<file path="src/rtl/t21_stream_sink.sv">
// t21_stream_sink
// Reader end of the T21 inter-node link. It terminates one node output port,
// returns a one-cycle ack per word and buffers the words in a show-ahead FIFO
// that the host drains.
//
// Optional feature macro: STREAM_SINK_RANGE_CHECK_EN
//   defined   : sticky range_err sets when a captured word is outside -999..999
//   undefined : range_err is tied low and no compare logic is built
//
// Ports
//   clk, reset     rising-edge clock, synchronous active-high reset
//   up_in_data     word offered by the writer node (valid while up_in_ready=1)
//   up_in_ready    writer has a word pending
//   up_out_ready   registered ack pulse, high exactly one cycle per captured word
//   up_out_data    return data, constant 0
//   rd_en          host pop request
//   rd_data        FIFO head (show-ahead), 0 while empty
//   empty, full    FIFO occupancy flags, derived from count
//   count          words held, 0..DEPTH
//   range_err      sticky out-of-range flag
module t21_stream_sink #(
    parameter int DATA_W = 11,
    parameter int DEPTH  = 16
) (
    input  logic                     clk,
    input  logic                     reset,
    input  logic [DATA_W-1:0]        up_in_data,
    input  logic                     up_in_ready,
    output logic                     up_out_ready,
    output logic [DATA_W-1:0]        up_out_data,
    input  logic                     rd_en,
    output logic [DATA_W-1:0]        rd_data,
    output logic                     empty,
    output logic                     full,
    output logic [$clog2(DEPTH):0]   count,
    output logic                     range_err
);

    localparam int AW = $clog2(DEPTH);
    localparam int CW = AW + 1;

    typedef enum logic [1:0] {IDLE, ACK, RELEASE} state_t;

    state_t            state;
    logic [DATA_W-1:0] mem [DEPTH];
    logic [AW-1:0]     wr_ptr;
    logic [AW-1:0]     rd_ptr;
    logic              push;
    logic              pop;

    assign empty       = (count == '0);
    assign full        = (count == CW'(DEPTH));
    // Capture only from IDLE: a writer still holding ready after its ack
    // sits in RELEASE and cannot be captured twice.
    assign push        = (state == IDLE) && up_in_ready && !full;
    assign pop         = rd_en && !empty;
    assign up_out_data = '0;
    assign rd_data     = empty ? '0 : mem[rd_ptr];

    // Storage is not reset; count alone decides what is valid.
    always_ff @(posedge clk) begin
        if (push)
            mem[wr_ptr] <= up_in_data;
    end

    always_ff @(posedge clk) begin
        if (reset) begin
            state        <= IDLE;
            up_out_ready <= 1'b0;
            wr_ptr       <= '0;
            rd_ptr       <= '0;
            count        <= '0;
        end else begin
            case (state)
                IDLE: begin
                    if (push) begin
                        state        <= ACK;
                        up_out_ready <= 1'b1;
                    end
                end
                ACK: begin
                    state        <= RELEASE;
                    up_out_ready <= 1'b0;
                end
                RELEASE: begin
                    if (!up_in_ready)
                        state <= IDLE;
                end
                default: begin
                    state        <= IDLE;
                    up_out_ready <= 1'b0;
                end
            endcase

            if (push)
                wr_ptr <= wr_ptr + AW'(1);
            if (pop)
                rd_ptr <= rd_ptr + AW'(1);

            case ({push, pop})
                2'b10:   count <= count + CW'(1);
                2'b01:   count <= count - CW'(1);
                default: count <= count;
            endcase
        end
    end

`ifdef STREAM_SINK_RANGE_CHECK_EN
    logic signed [31:0] din_ext;

    assign din_ext = 32'(signed'(up_in_data));

    always_ff @(posedge clk) begin
        if (reset)
            range_err <= 1'b0;
        else if (push && (din_ext > 32'sd999 || din_ext < -32'sd999))
            range_err <= 1'b1;
    end
`else
    assign range_err = 1'b0;
`endif

endmodule

</file>
<file path="config.mk">
export PLATFORM = sky130hd
export DESIGN_NAME = t21_stream_sink
export DESIGN_NICKNAME = d
export VERILOG_FILES = /design/src/rtl/t21_stream_sink.sv
export SDC_FILE = /design/constraint.sdc
export NUM_CORES = 1
export LEC_CHECK = 0
export CAP_MARGIN = 40
export CORE_UTILIZATION = 40
export CTS_CLUSTER_DIAMETER = 100
export DETAILED_ROUTE_END_ITERATION = 16
export PLACE_DENSITY = 0.55
export SETUP_SLACK_MARGIN = 0.4
export SLEW_MARGIN = 10
export SYNTH_ARGS = -nofsm -noshare
export SYNTH_HDL_FRONTEND = slang
export SYNTH_SLANG_ARGS = --single-unit
</file>
<file path="constraint.sdc">
create_clock -name clk -period 5.5 [get_ports clk]
set_input_delay 1.1 -clock clk [delete_from_list [all_inputs] [get_ports clk]]
set_output_delay 1.1 -clock clk [all_outputs]
set_load 0.01 [all_outputs]
</file>
==> results of run 1 <==
-- metal layers --
layer	global-route usage [%]	up-vias
met5	0	-
li1	-	1683
met2	26.9	98
met1	23.7	2021
met4	6.00	0
met3	4.07	17
-- kinds of logic after synthesis --
family                   Yosys count
XOR/XNOR                           9
AND/OR/NAND/NOR                   78
AO/OA/AOI/OAI                     17
other                              1
buffers and inverters             38
adder cells (fa/ha/maj)            7
flip-flops                       196
multiplexers                      58
-- through the flow --
step / hold WS (ns) / cells / instance area [sq um]
finish: 0.499 / 728 / 9120
global route: 0.526 / 728 / 9120
CTS: 0.503 / 728 / 9120
detailed placement: 0.483 / 696 / 8560
global placement: 0.491 / 694 / 8540
floorplan: 0.460 / 415 / 7920
-- area by class of cell --
type / count / area share, %
Clock buffer: 19 / 4.75
Inverter: 5 / 0.206
Clock inverter: 13 / 1.34
Sequential cell: 196 / 62.4
Multi-Input combinational cell: 181 / 22.2
Timing Repair Buffer: 54 / 5.57
Tap cell: 260 / 3.57
-- where the power goes --
group	switching, uW	internal [uW]	total, uW
sequential	69.3	1690	1760
clock	539	632	1170
combinational	439	467	906
total	1050	2790	3830
-- tightest hold or removal path, stage by stage, from the launching register on --
cell     delay (ns)
dfxtp_1        0.33
a21oi_1        0.06
nor2_1         0.08
-- flip-flops by register name, indices dropped and copies added (netlist names), named ones only --
| register | cells |
|---|---|
| up_out_ready | 1 |
| count | 5 |
| state | 2 |
| wr_ptr | 4 |
| mem | 176 |
| rd_ptr | 4 |
-- worst max path at each step --
stage	from	to	slack, ns
2_1_floorplan	up_in_ready	count[4]	1.61
3_3_place_gp	up_in_ready	count[4]	1.14
3_5_place_dp	up_in_ready	count[4]	0.99
4_1_cts	flop	rd_data[2]	1.11
5_1_grt	flop	rd_data[2]	1.05
6_report	flop	rd_data[2]	1.19
-- cells in the mapped netlist (all sizes together), types with 2 or more instances --
| library cell | n |
|---|---|
| clkbuf | 7 |
| nand2 | 8 |
| inv | 5 |
| a21o | 3 |
| nor3 | 5 |
| dfxtp | 20 |
| or4 | 2 |
| nor2b | 12 |
| or3 | 2 |
| ha | 7 |
| mux2i | 2 |
| buf | 26 |
| mux4 | 55 |
| nand2b | 3 |
| nor4b | 2 |
| xor2 | 6 |
| nand4 | 2 |
| nor2 | 33 |
| edfxtp | 176 |
| and2 | 2 |
| xnor2 | 3 |
| a21oi | 8 |
==> results.sh, run 1 <==
export IMPL_synth_mux_area_fraction_pct=16.1
export IMPL_layout_common_cells="176 x edfxtp_1, 55 x mux4_2, 33 x nor2_1, 33 x clkdlybuf4s50_1, 19 x buf_4"
export IMPL_clock_skew_ns=0.00962
export IMPL_top_layer_used="met4"
export IMPL_relSlewSlack_pct=44.2
export IMPL_critical_path_class="flop to primary output"
export IMPL_io_pin_count=46
export IMPL_fin_ws_ns=1.19
export IMPL_nFillCells=1601
export IMPL_netlist_instances=404
export IMPL_crit_chain="buf_4 > mux4_2 > mux4_2 > nor2b_1 > clkdlybuf4s50_1"
export IMPL_fin_crit_sh_pct=78.4
export IMPL_routabilityCongestion=0.777
export IMPL_worst_path_max_delay_cell="dfxtp_2"
export IMPL_wl_per_cell_um=22.1
export IMPL_synth_area_top_cells="edfxtp_1 67%, mux4_2 16%, dfxtp_1 5.1%, nor2_1 1.6%, buf_4 1.1%"
export IMPL_wl_met3_um=798
export IMPL_final_common_cell="edfxtp_1"
export IMPL_dieArea_sq_um=20300
export IMPL_cpLargestDelayFamily="buffers and inverters"
export IMPL_slew_viol_final=0
export IMPL_cts_htree_levels=4
export IMPL_synthSimpleGateAreaFrac_pct=5.24
export IMPL_cts_setup_buffers=0
export IMPL_core_sq_um=19000
export IMPL_synth_compound_area_share_pct=1.37
export IMPL_cts_buffers=17
export IMPL_dr_pass1_iters=4
export IMPL_cts_hold_buf=0
export IMPL_clock_latency_ns=0.42
export IMPL_ir_drop_mv=0.210
export IMPL_synth_avg_cell_area_sq_um=19.5
export IMPL_finalSetupViolations=0
export IMPL_fmax_ghz=0.232
export IMPL_clockBufferDepth=2
export IMPL_gr_total_overflow=0
export IMPL_multi_input_area_sq_um=2020
export IMPL_crit_path_end_kind="primary output"
export IMPL_ys_warn_count=0
export IMPL_status="finished, final reports clean"
export IMPL_die_h_um=142
export IMPL_grt_pass1_vias=3876
export IMPL_cts_root_buf="clkbuf_16"
export IMPL_num_antenna_cells=0
export IMPL_drt_iter0_drc=197
export IMPL_synth_adder_area_share_pct=1.11
export IMPL_met2_length_um=7840
export IMPL_fp_dieW_um=142
export IMPL_antenna_found_initial=0
export IMPL_reg2reg_to="count[4]"
export IMPL_seq_area_sq_um=5690
export IMPL_rrSetupSlack_ns=2.18
export IMPL_rows=50
export IMPL_io_buffers=33
export IMPL_ys_seq_area_share_pct=72.1
export IMPL_post_route_util_pct=47.9
export IMPL_start_kind="flop"
export IMPL_synth_cell_types=41
export IMPL_post_route_min_period_ns=4.31
export IMPL_synth_edf_count=176
export IMPL_ff2ff_path_depth=11
export IMPL_async_flop_share_pct=0
export IMPL_cts_repair_resized=0
export IMPL_hp_start="up_out_ready"
export IMPL_wl_um=16100
export IMPL_p_leak_uw=0.00289
export IMPL_maxCapViolations=0
export IMPL_dp_slack_ns=0.992
export IMPL_fin_nets=477
export IMPL_clkSinkCount=196
export IMPL_crit_top_cell="mux4_2"
export IMPL_p_per_area_nw_per_um2=420
export IMPL_tritoncts="done"
export IMPL_hp_class="flop to flop"
export IMPL_worstReg2RegStart="count[2]"
export IMPL_synth_seq_cells=196
export IMPL_holdPathEnd="up_out_ready"
export IMPL_via_per_inst=5.25
export IMPL_critPathBufInv=2
export IMPL_grt_pass1_wl_um=24200
export IMPL_grt_start_max_net_pins=45
export IMPL_yosysTopAreaCell="edfxtp_1"
export IMPL_track_usage_pct=17.2
export IMPL_wl_met1_um=7240
export IMPL_vias=3819
export IMPL_synthXorXnorAreaFrac_pct=1.00
export IMPL_tightest_slew_ns=0.836
export IMPL_synth_top_family_by_area="multiplexers"
export IMPL_whs_path_depth=2
export IMPL_synth_top_area_share_pct=67.0
export IMPL_timing_critical_path_depth=5
export IMPL_hold_viol=0
export IMPL_syn_area_sq_um=7880
export IMPL_cp_max_fo=23
export IMPL_finalSetupTns_ns=0
export IMPL_start_util_pct=41.4
export IMPL_critPathMaxStageDelay_ns=0.75
export IMPL_final_layout_size_suffix_gt1_share_pct=24.8
export IMPL_rsz0062_at_grt="false"
export IMPL_ant_nets=0
export IMPL_cp_arrival_ns=3.21
export IMPL_hpwl_um=9980
export IMPL_worstPathRequired_ns=4.40
export IMPL_clk_pin_slew_ns=0.07
export IMPL_synthFlopType="edfxtp_1"
export IMPL_syn_to_final_growth_pct=15.7
export IMPL_p_total_uw=3830
export IMPL_route_detailed_drc=0
Note: power is estimated with default switching activity, not from simulation.
==> run 2, diff against run 1 <==
--- a/config.mk
+++ b/config.mk
@@ -9,7 +9,7 @@
 export CORE_UTILIZATION = 40
 export CTS_CLUSTER_DIAMETER = 100
 export DETAILED_ROUTE_END_ITERATION = 16
-export PLACE_DENSITY = 0.55
+export PLACE_DENSITY = 0.57
 export SETUP_SLACK_MARGIN = 0.4
 export SLEW_MARGIN = 10
 export SYNTH_ARGS = -nofsm -noshare
==> constraint.sdc (replaced) <==
create_clock -name clk -period 3.55 [get_ports clk]
set_input_delay 0.71 -clock clk [delete_from_list [all_inputs] [get_ports clk]]
set_output_delay 0.71 -clock clk [all_outputs]
set_load 0.01 [all_outputs]
==> run 2 against run 1 <==
Worst hold slack gained 0.0099 ns; worst setup slack lost 0.79 ns; die area is the same; clock power grew 68%; clock skew grew 0.0011 ns; combinational power grew 82%; critical endpoint is now rd_data[9]; highest routed layer unchanged.
==> results.sh, run 2 (synthesized netlist as in run 1, its figures left out) <==
export IMPL_status="finished, final reports clean"
export IMPL_cts_root_buf="clkbuf_16"
export IMPL_relSlewSlack_pct=50.6
export IMPL_fp_dieW_um=142
export IMPL_cp_arrival_ns=2.45
export IMPL_largest_registers="mem: 176 flops, count: 5 flops"
export IMPL_crit_path_end_kind="primary output"
export IMPL_dieArea_sq_um=20300
export IMPL_clockBufferDepth=2
export IMPL_maxCapViolations=0
export IMPL_cts_buffers=17
export IMPL_wl_per_cell_um=21.7
export IMPL_syn_to_final_growth_pct=21.8
export IMPL_final_common_cell="edfxtp_1"
export IMPL_clkSinkCount=196
export IMPL_p_leak_uw=0.00316
export IMPL_fin_nets=514
export IMPL_grt_pass1_vias=4109
export IMPL_largest_register="mem"
export IMPL_num_antenna_cells=0
export IMPL_finalSetupTns_ns=0
export IMPL_vias=3979
export IMPL_drt_iter0_drc=292
export IMPL_cts_htree_levels=4
export IMPL_cp_max_fo=6
export IMPL_grt_use_met3_pct=4.64
export IMPL_slew_viol_final=0
export IMPL_p_int_uw=4610
export IMPL_io_buffers=33
export IMPL_layout_common_cells="176 x edfxtp_1, 55 x mux4_2, 44 x buf_4"
export IMPL_gr_total_overflow=0
export IMPL_track_usage_pct=17.9
export IMPL_grt_start_max_net_pins=45
export IMPL_met2_usage_pct=27.7
export IMPL_core_sq_um=19000
export IMPL_power_switching_uw=1710
export IMPL_p_sw_share_pct=27.1
export IMPL_grt_busiest_layer="met2"
export IMPL_tritoncts="done"
export IMPL_final_layout_size_suffix_gt1_share_pct=33.9
export IMPL_tightest_slew_ns=0.741
export IMPL_hpwl_um=10200
export IMPL_post_route_min_period_ns=3.16
export IMPL_clk_pin_slew_ns=0.07
export IMPL_wl_um=16600
export IMPL_finalSetupViolations=0
export IMPL_post_route_util_pct=50.5
export IMPL_p_total_uw=6320
export IMPL_ir_drop_mv=0.425
export IMPL_die_h_um=142
export IMPL_antenna_found_initial=0
export IMPL_clock_skew_ns=0.0108
export IMPL_rsz0062_at_grt="true"
export IMPL_route_detailed_drc=0
export IMPL_hold_viol=0
export IMPL_io_pin_count=46
export IMPL_largest_reg_flops=176
export IMPL_rows=50
export IMPL_dr_pass1_iters=4
export IMPL_rrSetupSlack_ns=0.83
export IMPL_start_util_pct=41.4
export IMPL_routabilityCongestion=0.837
export IMPL_use_met1_pct=24.9
export IMPL_power_frac_comb_pct=26.1
export IMPL_grt_pass1_wl_um=25500
export IMPL_hp_class="flop to flop"
export IMPL_clock_power_share_pct=31.1
export IMPL_instances_no_fill=765
export IMPL_ant_nets=0
export IMPL_hp_start="up_out_ready"
export IMPL_via_per_inst=5.20
export IMPL_dpl_cell_count=713
export IMPL_worstPathRequired_ns=2.84
export IMPL_seqPwrFrac_pct=42.8
export IMPL_start_kind="flop"
export IMPL_fmax_ghz=0.317
export IMPL_worstReg2RegStart="count[2]"
export IMPL_p_per_area_nw_per_um2=659
export IMPL_fin_crit_sh_pct=88.9
export IMPL_worst_hold_slack_ns=0.509
export IMPL_clock_latency_ns=0.43
export IMPL_critical_path_class="flop to primary output"
-- run 2: cell count changes in the layout (fill, tap and decap cells not counted), sizes merged --
cell / before / now
bufinv: 1 / 3
clkinvlp: 3 / 4
clkdlybuf4s50: 33 / 22
clkinv: 4 / 3
buf: 21 / 68
inv: 10 / 9
-- run 2: critical path, stage by stage, from the launching register on --
cell     delay, ns
dfxtp_4       0.39
buf_8         0.13
buf_12        0.10
buf_16        0.12
mux4_2        0.51
mux4_2        0.48
nor2b_1       0.14
buf_2         0.14
-- run 2: final cells by class --
type / count / area, sq um
clock inverters: 14 / 176
multi-input cells: 181 / 2070
fillers: 1602 / 9420
clock buffers: 18 / 429
well taps: 260 / 325
flip-flops and latches: 196 / 5690
repair buffers: 91 / 888
inverters: 5 / 21.3
-- run 2: power by group through the flow --
stage	clock [uW]	sequential [uW]	combinational [uW]
6_report	1970	2710	1650
5_1_grt	2090	2720	1800
4_1_cts	2010	2710	1640
3_5_place_dp	0	2750	1540
3_3_place_gp	0	2750	1530
2_1_floorplan	0	2730	955
-- run 2: per-stage QoR --
step / worst slack (ns) / area [sq um]
after global routing: 0.311 / 9600
after CTS: 0.355 / 9560
after global placement: 0.112 / 8740
after detailed placement: 0.0588 / 8740
final: 0.393 / 9600
after floorplan: 0.442 / 7970
-- run 2: what timing repair did --
item                       in CTS  in global routing
setup endpoints to repair      11                 13
hold buffers                    0                  0
cloned                          2                  0
setup buffers                  15                  3
gates resized for setup        49                  7
-- run 2: metal layers --
metal,part of all wire [%],up-vias
met1,43,2096
met2,49,113
met5,0,-
met3,6.9,12
met4,1.1,0
li1,-,1758
-- run 2: worst paths after layout --
path | end | cells after the start
worst max-delay path | rd_data[9] | 7
worst min-delay path | up_out_ready | 2
worst max register to register | count[4] | 9
worst min register to register | up_out_ready | 2
